--- config.mk ---
export PLATFORM = sky130hd
export DESIGN_NAME = uart_rx
export DESIGN_NICKNAME = d
export VERILOG_FILES = /design/src/rtl/uart_rx.sv
export SDC_FILE = /design/constraint.sdc
export NUM_CORES = 1
export LEC_CHECK = 0
export CELL_PAD_IN_SITES_DETAIL_PLACEMENT = 0
export CELL_PAD_IN_SITES_GLOBAL_PLACEMENT = 2
export CORE_ASPECT_RATIO = 0.8
export CORE_MARGIN = 2
export CORE_UTILIZATION = 34
export DETAILED_ROUTE_END_ITERATION = 7
export GPL_ROUTABILITY_DRIVEN = 1
export PLACE_DENSITY_LB_ADDON = 0.1
export SKIP_CTS_REPAIR_TIMING = 1
export SYNTH_ARGS = -nofsm -noshare
export SYNTH_HDL_FRONTEND = slang
export SYNTH_SLANG_ARGS = --single-unit
--- constraint.sdc ---
create_clock -name clk -period 2 [get_ports clk]
set_input_delay 0.3 -clock clk [delete_from_list [all_inputs] [get_ports clk]]
set_output_delay 0.3 -clock clk [all_outputs]
set_load 0.03 [all_outputs]
--- src/rtl/uart_rx.sv ---
// uart_rx: oversampling UART receiver, DATA_BITS data bits LSB-first, one stop bit.
// Define UART_RX_PARITY_EN to add an even-parity bit before the stop bit and a parity_err output.
module uart_rx #(
  parameter int DATA_BITS  = 8,
  parameter int OVERSAMPLE = 16,
  parameter int TCW        = 4
) (
  input  logic                 clk,
  input  logic                 rst,
  input  logic                 baud,
  input  logic                 rx,
  output logic [DATA_BITS-1:0] data,
  output logic                 valid,
  output logic                 framing_err,
`ifdef UART_RX_PARITY_EN
  output logic                 parity_err,
`endif
  output logic                 busy
);

  localparam int BCW = $clog2(DATA_BITS + 1);
  localparam logic [TCW-1:0] TICK_MID = TCW'(OVERSAMPLE / 2 - 1);
  localparam logic [TCW-1:0] TICK_END = TCW'(OVERSAMPLE - 1);
  localparam logic [BCW-1:0] BIT_LAST = BCW'(DATA_BITS - 1);

  typedef enum logic [2:0] {
    IDLE,
    START,
    DATA,
`ifdef UART_RX_PARITY_EN
    PARITY,
`endif
    STOP,
    BREAK
  } state_t;

  state_t               state, state_nxt;
  logic [TCW-1:0]       tick_cnt, tick_nxt;
  logic [BCW-1:0]       bit_cnt, bit_nxt;
  logic [DATA_BITS-1:0] shift, shift_nxt;
  logic [DATA_BITS-1:0] data_nxt;
  logic                 valid_nxt, ferr_nxt;
  logic                 rx_p0, rx_p1, rx_s;
`ifdef UART_RX_PARITY_EN
  logic                 par_bit, par_nxt, perr_nxt;
`endif

  assign rx_s = rx_p1;

  always_comb begin
    state_nxt = state;
    tick_nxt  = tick_cnt;
    bit_nxt   = bit_cnt;
    shift_nxt = shift;
    data_nxt  = data;
    valid_nxt = 1'b0;
    ferr_nxt  = 1'b0;
`ifdef UART_RX_PARITY_EN
    par_nxt   = par_bit;
    perr_nxt  = 1'b0;
`endif
    if (baud) begin
      unique case (state)
        IDLE: begin
          if (!rx_s) begin
            state_nxt = START;
            tick_nxt  = '0;
          end
        end
        START: begin
          if (tick_cnt == TICK_MID) begin
            // Start bit must still be low at its midpoint, otherwise it was a glitch
            tick_nxt  = '0;
            bit_nxt   = '0;
            state_nxt = rx_s ? IDLE : DATA;
          end else begin
            tick_nxt = tick_cnt + 1'b1;
          end
        end
        DATA: begin
          if (tick_cnt == TICK_END) begin
            shift_nxt = {rx_s, shift[DATA_BITS-1:1]};
            bit_nxt   = bit_cnt + 1'b1;
            tick_nxt  = '0;
            if (bit_cnt == BIT_LAST) begin
`ifdef UART_RX_PARITY_EN
              state_nxt = PARITY;
`else
              state_nxt = STOP;
`endif
            end
          end else begin
            tick_nxt = tick_cnt + 1'b1;
          end
        end
`ifdef UART_RX_PARITY_EN
        PARITY: begin
          if (tick_cnt == TICK_END) begin
            par_nxt   = rx_s;
            tick_nxt  = '0;
            state_nxt = STOP;
          end else begin
            tick_nxt = tick_cnt + 1'b1;
          end
        end
`endif
        STOP: begin
          if (tick_cnt == TICK_END) begin
            tick_nxt = '0;
            if (rx_s) begin
              data_nxt  = shift;
              valid_nxt = 1'b1;
`ifdef UART_RX_PARITY_EN
              perr_nxt  = (^shift) ^ par_bit;
`endif
              state_nxt = IDLE;
            end else begin
              ferr_nxt  = 1'b1;
              state_nxt = BREAK;
            end
          end else begin
            tick_nxt = tick_cnt + 1'b1;
          end
        end
        BREAK: begin
          // A line held low must go high before another frame can start
          if (rx_s) state_nxt = IDLE;
        end
        default: state_nxt = IDLE;
      endcase
    end
  end

  always_ff @(posedge clk) begin
    if (rst) begin
      rx_p0       <= 1'b1;
      rx_p1       <= 1'b1;
      state       <= IDLE;
      tick_cnt    <= '0;
      bit_cnt     <= '0;
      shift       <= '0;
      data        <= '0;
      valid       <= 1'b0;
      framing_err <= 1'b0;
      busy        <= 1'b0;
`ifdef UART_RX_PARITY_EN
      par_bit     <= 1'b0;
      parity_err  <= 1'b0;
`endif
    end else begin
      rx_p0       <= rx;
      rx_p1       <= rx_p0;
      state       <= state_nxt;
      tick_cnt    <= tick_nxt;
      bit_cnt     <= bit_nxt;
      shift       <= shift_nxt;
      data        <= data_nxt;
      valid       <= valid_nxt;
      framing_err <= ferr_nxt;
      busy        <= (state != IDLE);
`ifdef UART_RX_PARITY_EN
      par_bit     <= par_nxt;
      parity_err  <= perr_nxt;
`endif
    end
  end

endmodule

; Yosys cells after proc, flatten, opt, wreduce, memory -nomap -nowiden
; Cells that the tools add are included.
[classes]
add_sub_neg = 2
n_eq_ne = 13
mux = 18
n_bitwise = 3
reduce_logical = 11
[op_table]
columns = operator, n
row1 = 3-bit 2-to-1 mux, 7
row2 = 4-bit 2-to-1 mux, 5
row3 = 3-bit one-hot mux with 5 select lines, 1
row4 = 2-bit inequality test (second input constant), 6
row5 = 4-bit one-hot mux with 3 select lines, 1
row6 = 4-bit by 1-bit adder with 4-bit output (second input constant), 2
row7 = 4-bit by 3-bit equality test with 1-bit output (second input constant), 2
row8 = 4-bit one-hot mux with 2 select lines, 1
row9 = 4-bit AND reduction, 2
row10 = 7-bit AND reduction, 1
row11 = 3-bit by 2-bit equality test with 1-bit output (second input constant), 2
row12 = 3-bit AND reduction, 2
row13 = 3-bit nonzero test, 2
row14 = 4-bit equality test (second input constant), 1
row15 = 4-bit OR reduction, 1
row16 = 3-bit by 1-bit equality test with 1-bit output (second input constant), 1
row17 = 3-bit equality test (second input constant), 1
row18 = 3-bit zero test, 1
row19 = 1-bit NOT, 3
row20 = 1-bit 2-to-1 mux, 2
row21 = 2-bit 2-to-1 mux, 1
row22 = 2-bit nonzero test, 1
row23 = 2-bit OR reduction, 1
[word_totals]
register_bits = 32

; Depth between registers and ports, before layout
[depth]
word_depth = 4
mapped_depth = 6

; Worst setup path before layout
; No wires, ideal clock.
[synth_timing]
path_kind = reg-to-reg
from = register state[1]
to = register tick_cnt[0]
setup_time_ns = 0.066
arrival_time_ns = 1.391
required_time_ns = 1.934
path_slack_ns = 0.543
path_stages_with_launch = 6
n_path_buf = 1
synth_period_minus_slack_ns = 1.457
cell_sequence = dfxtp_1 -> buf_6 -> xnor2_1 -> a311o_1 -> or3_1 -> a21oi_2
[synth_via]
elab_chain_cells = 4
[synth_rtl]
columns = element, line_no
row1 = from (decl), 37  ; state_t state, state_nxt;
row2 = from (signal assigned), 153  ; state <= state_nxt;
row3 = 3-bit by 2-bit equality test with 1-bit output, 63  ; unique case (state)
row4 = 2-bit OR reduction (no source line), n/a
row5 = 3-bit nonzero test (no source line), n/a
row6 = 3-bit AND reduction (no source line), n/a
row7 = to (signal assigned), 154  ; tick_cnt <= tick_nxt;
row8 = to (decl), 38  ; logic [TCW-1:0] tick_cnt, tick_nxt;
; Parallel ways exist; a longest one is shown, timed or not.
; A chain may end at the register's enable or synchronous reset.

; Worst setup path in the final report
[layout_timing]
from = register tick_cnt[0]
to = register bit_cnt[0]
[layout_via]
elab_chain_cells = 3
[layout_rtl]
columns = element, line_no
row1 = 4-bit equality test / 4-bit by 3-bit equality test with 1-bit output (equally long branches), "81, 71"
row2 = 2-bit inequality test (no source line), n/a
row3 = 4-bit AND reduction (no source line) (*), n/a
row4 = to (signal assigned), 155  ; bit_cnt <= bit_nxt;
row5 = to (decl), 39  ; logic [BCW-1:0] bit_cnt, bit_nxt;
; Every way passes the cells marked *; elsewhere a longest branch is shown, timed or not.

==> tab_implementation.tex <==
\begin{tabular}{lr}
\hline
Metric & Value \\
\hline
\multicolumn{2}{l}{\textbf{Detailed routing}} \\
\quad Amount of wire on met3 after detailed routing & 127 microns \\
\quad Antenna Nets Post-Route & 0 \\
\quad Uppermost layer routed & met4 \\
\quad Number of remaining DRC errors & 0 \\
\quad Post-detailed-routing wire length & 3000 microns \\
\quad Post-Route M1 WL & 1550 microns \\
\quad Number of iterations in the first detailed-routing pass & 4 \\
\quad DRC violation total after the first TritonRoute iteration & 79 \\
\quad Routed length on met2 & 1270 microns \\
\quad Vias per inst & 5.00 \\
\quad Routed vias & 1136 \\
\quad Average wire length per cell after detail routing & 13.2 microns \\
\multicolumn{2}{l}{\textbf{STA}} \\
\quad Headroom to the max-slew limit & 0.703 \\
\quad Share of the clock period used by the worst path after layout & 0.903 \\
\quad Worst Skew & 0.00319 ns \\
\quad Worst Max-Slew Pin Slew & 0.445 ns \\
\quad Unrepaired setup endpoints after global routing & false \\
\quad Max-slew violation total from the final report & 0 \\
\quad Final hold violations & 0 \\
\quad Post-layout minimum cycle time & 1.81 ns \\
\quad Upper clock frequency limit & 553 MHz \\
\quad Total Neg Setup Slack & 0 ns \\
\quad Final count of negative-setup-slack endpoints & 0 \\
\multicolumn{2}{l}{\textbf{Die}} \\
\quad Die span in x & 76.0 microns \\
\quad Initial core utilization & 0.364 \\
\quad Std-Cell Rows & 20 \\
\quad Area of the placeable core & 0.00388 sq mm \\
\quad Boundary pin count & 15 \\
\quad DIE AREA & 0.00469 sq mm \\
\quad Die height & 61.6 microns \\
\multicolumn{2}{l}{\textbf{Synthesis}} \\
\quad Most used DFF post-synth & dfxtp\_1 \\
\quad Synth unique cells & 43 \\
\quad Count of warnings emitted by yosys & 0 \\
\quad Post-synthesis net count & 162 \\
\quad Xor-xnor portion of the synthesized cell area & 0.0124 \\
\quad Dominant combinational cell family by area after synthesis & simple AND/OR/NAND/NOR gates \\
\quad Adder-Cell Fraction of Synth Area & 0.0177 \\
\quad Number of instances in the synthesized netlist & 156 \\
\quad Most frequent cell after synthesis & dfxtp\_1 \\
\quad Post-Syn Area & 0.00141 sq mm \\
\quad Share of synthesized cell area in and, or, nand and nor gates & 0.229 \\
\quad Compound-Gate Fraction of Synth Area & 0.156 \\
\quad Register bit count reported by yosys & 32 \\
\quad Most used standard cells in the synthesized netlist & dfxtp\_1, nand2\_1, nor2\_1 \\
\quad Sequential-to-total area share from yosys stat & 0.454 \\
\quad Dominant cell type by area after synthesis & dfxtp\_1 \\
\quad Top cells by area in the synthesized netlist & dfxtp\_1, mux2i\_1, nand2\_1, a21oi\_1, nor2\_1 \\
\quad Mux cell area share after synthesis & 0.0638 \\
\quad Post-synth top area share & 0.454 \\
\quad Proportion of synthesized flip-flops having asynchronous set or reset & 0 \\
\quad Syn\_area\_per\_cell & 9.05 sq um \\
\quad Number of flops mapped to enable cells by yosys & 0 \\
\multicolumn{2}{l}{\textbf{Layout}} \\
\quad Share of cells above drive strength 1 & 0.110 \\
\quad ANT cells & 0 \\
\quad Area grow syn2layout & 18.1\% \\
\quad Fill cell count & 403 \\
\quad Count of nets after finishing & 178 \\
\quad Util after Layout & 0.430 \\
\multicolumn{2}{l}{\textbf{Clock tree}} \\
\quad Number of buffers between clock root and the deepest sink & 2 \\
\quad Clock transition at the registers of the reported paths & 0.07 ns \\
\quad Sinks on Clock Net & 32 \\
\quad Number of levels in the clock H-tree & 2 \\
\quad Library cell used as clock root buffer & clkbuf\_8 \\
\quad Clock tree from TritonCTS & yes \\
\quad Skew-Pair Late Insertion Delay & 0.28 ns \\
\quad TritonCTS buffer count & 5 \\
\multicolumn{2}{l}{\textbf{Setup path}} \\
\quad CP Launch Point & tick\_cnt[0] \\
\quad Worst flop-to-flop path startpoint & tick\_cnt[0] \\
\quad Crit-path max FO & 7 \\
\quad Data arrival time at the worst-slack endpoint & 2.00 ns \\
\quad Critical path start-end classification & reg2reg \\
\quad Nature of the critical path endpoint & register \\
\quad Startpoint type of the worst setup path & register \\
\quad Data required time of the worst path & 2.19 ns \\
\multicolumn{2}{l}{\textbf{Power and ir drop}} \\
\quad Power per unit of standard cell area & 733 mW/mm\^{}2 \\
\quad Highest ir drop seen on vdd & 407 uV \\
\quad Leakage power summed over all cells & 0.000644 uW \\
\multicolumn{2}{l}{\textbf{Global route}} \\
\quad Number of antenna violations at the first check in global routing & 0 \\
\quad First-pass GRT wire length & 5250 microns \\
\quad Leftover overflow at the end of global routing & 0 \\
\quad Maximum number of pins on one net before global-route repair & 22 \\
\quad Global-route usage over all layers & 0.145 \\
\quad Via count of the first global-routing pass & 1116 \\
\multicolumn{2}{l}{\textbf{Placed design}} \\
\quad Number of buffers inserted by port buffering & 14 \\
\quad Final weighted congestion in routability-driven placement & 0.765 \\
\quad Post-DP HPWL & 2080 microns \\
\multicolumn{2}{l}{\textbf{Worst hold path}} \\
\quad Worst Hold Launch & rx\_p0 \\
\quad Worst hold-check path type & reg2reg \\
\multicolumn{2}{l}{\textbf{Status}} \\
\quad Run status & completed \\
\multicolumn{2}{l}{\textbf{Job}} \\
\quad Maxcap violations & 0 \\
\hline
\end{tabular}
[sequential cells by signal, summed over array words and instances (netlist names)]
signal	cells
bit_cnt	4
busy	1
data	8
framing_err	1
rx_p0	1
rx_p1	1
shift	8
state	3
tick_cnt	4
valid	1
[report_power, final]
| group | internal, uW | switching, uW | total [uW] |
|---|---|---|---|
| combinational | 18.1 | 25.2 | 43.3 |
| sequential | 641 | 4.67 | 645 |
| clock | 306 | 227 | 533 |
| total | 965 | 257 | 1220 |
[cell type report]
type	count	area (sq um)	area share
Sequential cell	32	641	0.384
Timing Repair Buffer	19	178	0.107
Inverter	2	7.51	0.00450
Tap cell	55	68.8	0.0413
Clock buffer	7	96.3	0.0578
Multi-Input combinational cell	112	676	0.405
[worst max-delay path, stage by stage (launching register included)]
cell	delay [ns]
dfxtp_1	0.38
ha_1	0.32
and3_2	0.25
and3_1	0.34
buf_4	0.20
nor2_1	0.04
a211oi_1	0.19
[metrics by stage]
stage          hold WS [ns]  total power [uW]  std cells  setup WS, ns  area (sq um)
3_3_place_gp          0.409               703        220         0.189          1570
4_1_cts               0.419              1240        227         0.203          1670
6_report              0.417              1220        227         0.193          1670
3_5_place_dp          0.404               702        220         0.161          1570
2_1_floorplan         0.389               686        156         0.543          1410
5_1_grt               0.429              1270        227        0.0145          1670
[worst paths after layout]
kind / depth (start not counted) / slack, ns / to
setup / recovery: 6 / 0.19 / bit_cnt[0]
hold / removal: 1 / 0.42 / rx_p1
setup reg to reg: 6 / 0.19 / bit_cnt[0]
hold reg to reg: 1 / 0.42 / rx_p1
[cells in the final DEF (no fill, tap or decap), types with 5 or more instances in the layout]
cell type        netlist  layout
o21ai_0                7       7
nor2_1                18      18
clkdlybuf4s50_1        0      14
buf_4                  0       5
clkbuf_8               3       7
a21oi_1               14      14
nand3_1                7       7
dfxtp_1               32      32
nand2_1               21      21
mux2i_1                9       9
[logic make-up after synthesis]
group / Yosys count
and+or+nand+nor: 65
AOI/OAI and AO/OA: 34
DFF: 32
buffers and inverters: 12
muxes: 9
xor gates and xnor gates: 2
adders and majority gates: 2
[layer usage]
| layer | up-vias | GRT usage |
|---|---|---|
| met1 | 532 | 0.191 |
| li1 | 578 | - |
| met4 | 0 | 0.0701 |
| met2 | 21 | 0.219 |
| met3 | 5 | 0.0469 |
| met5 | - | 0 |
Power figures use the tool's default switching activity.
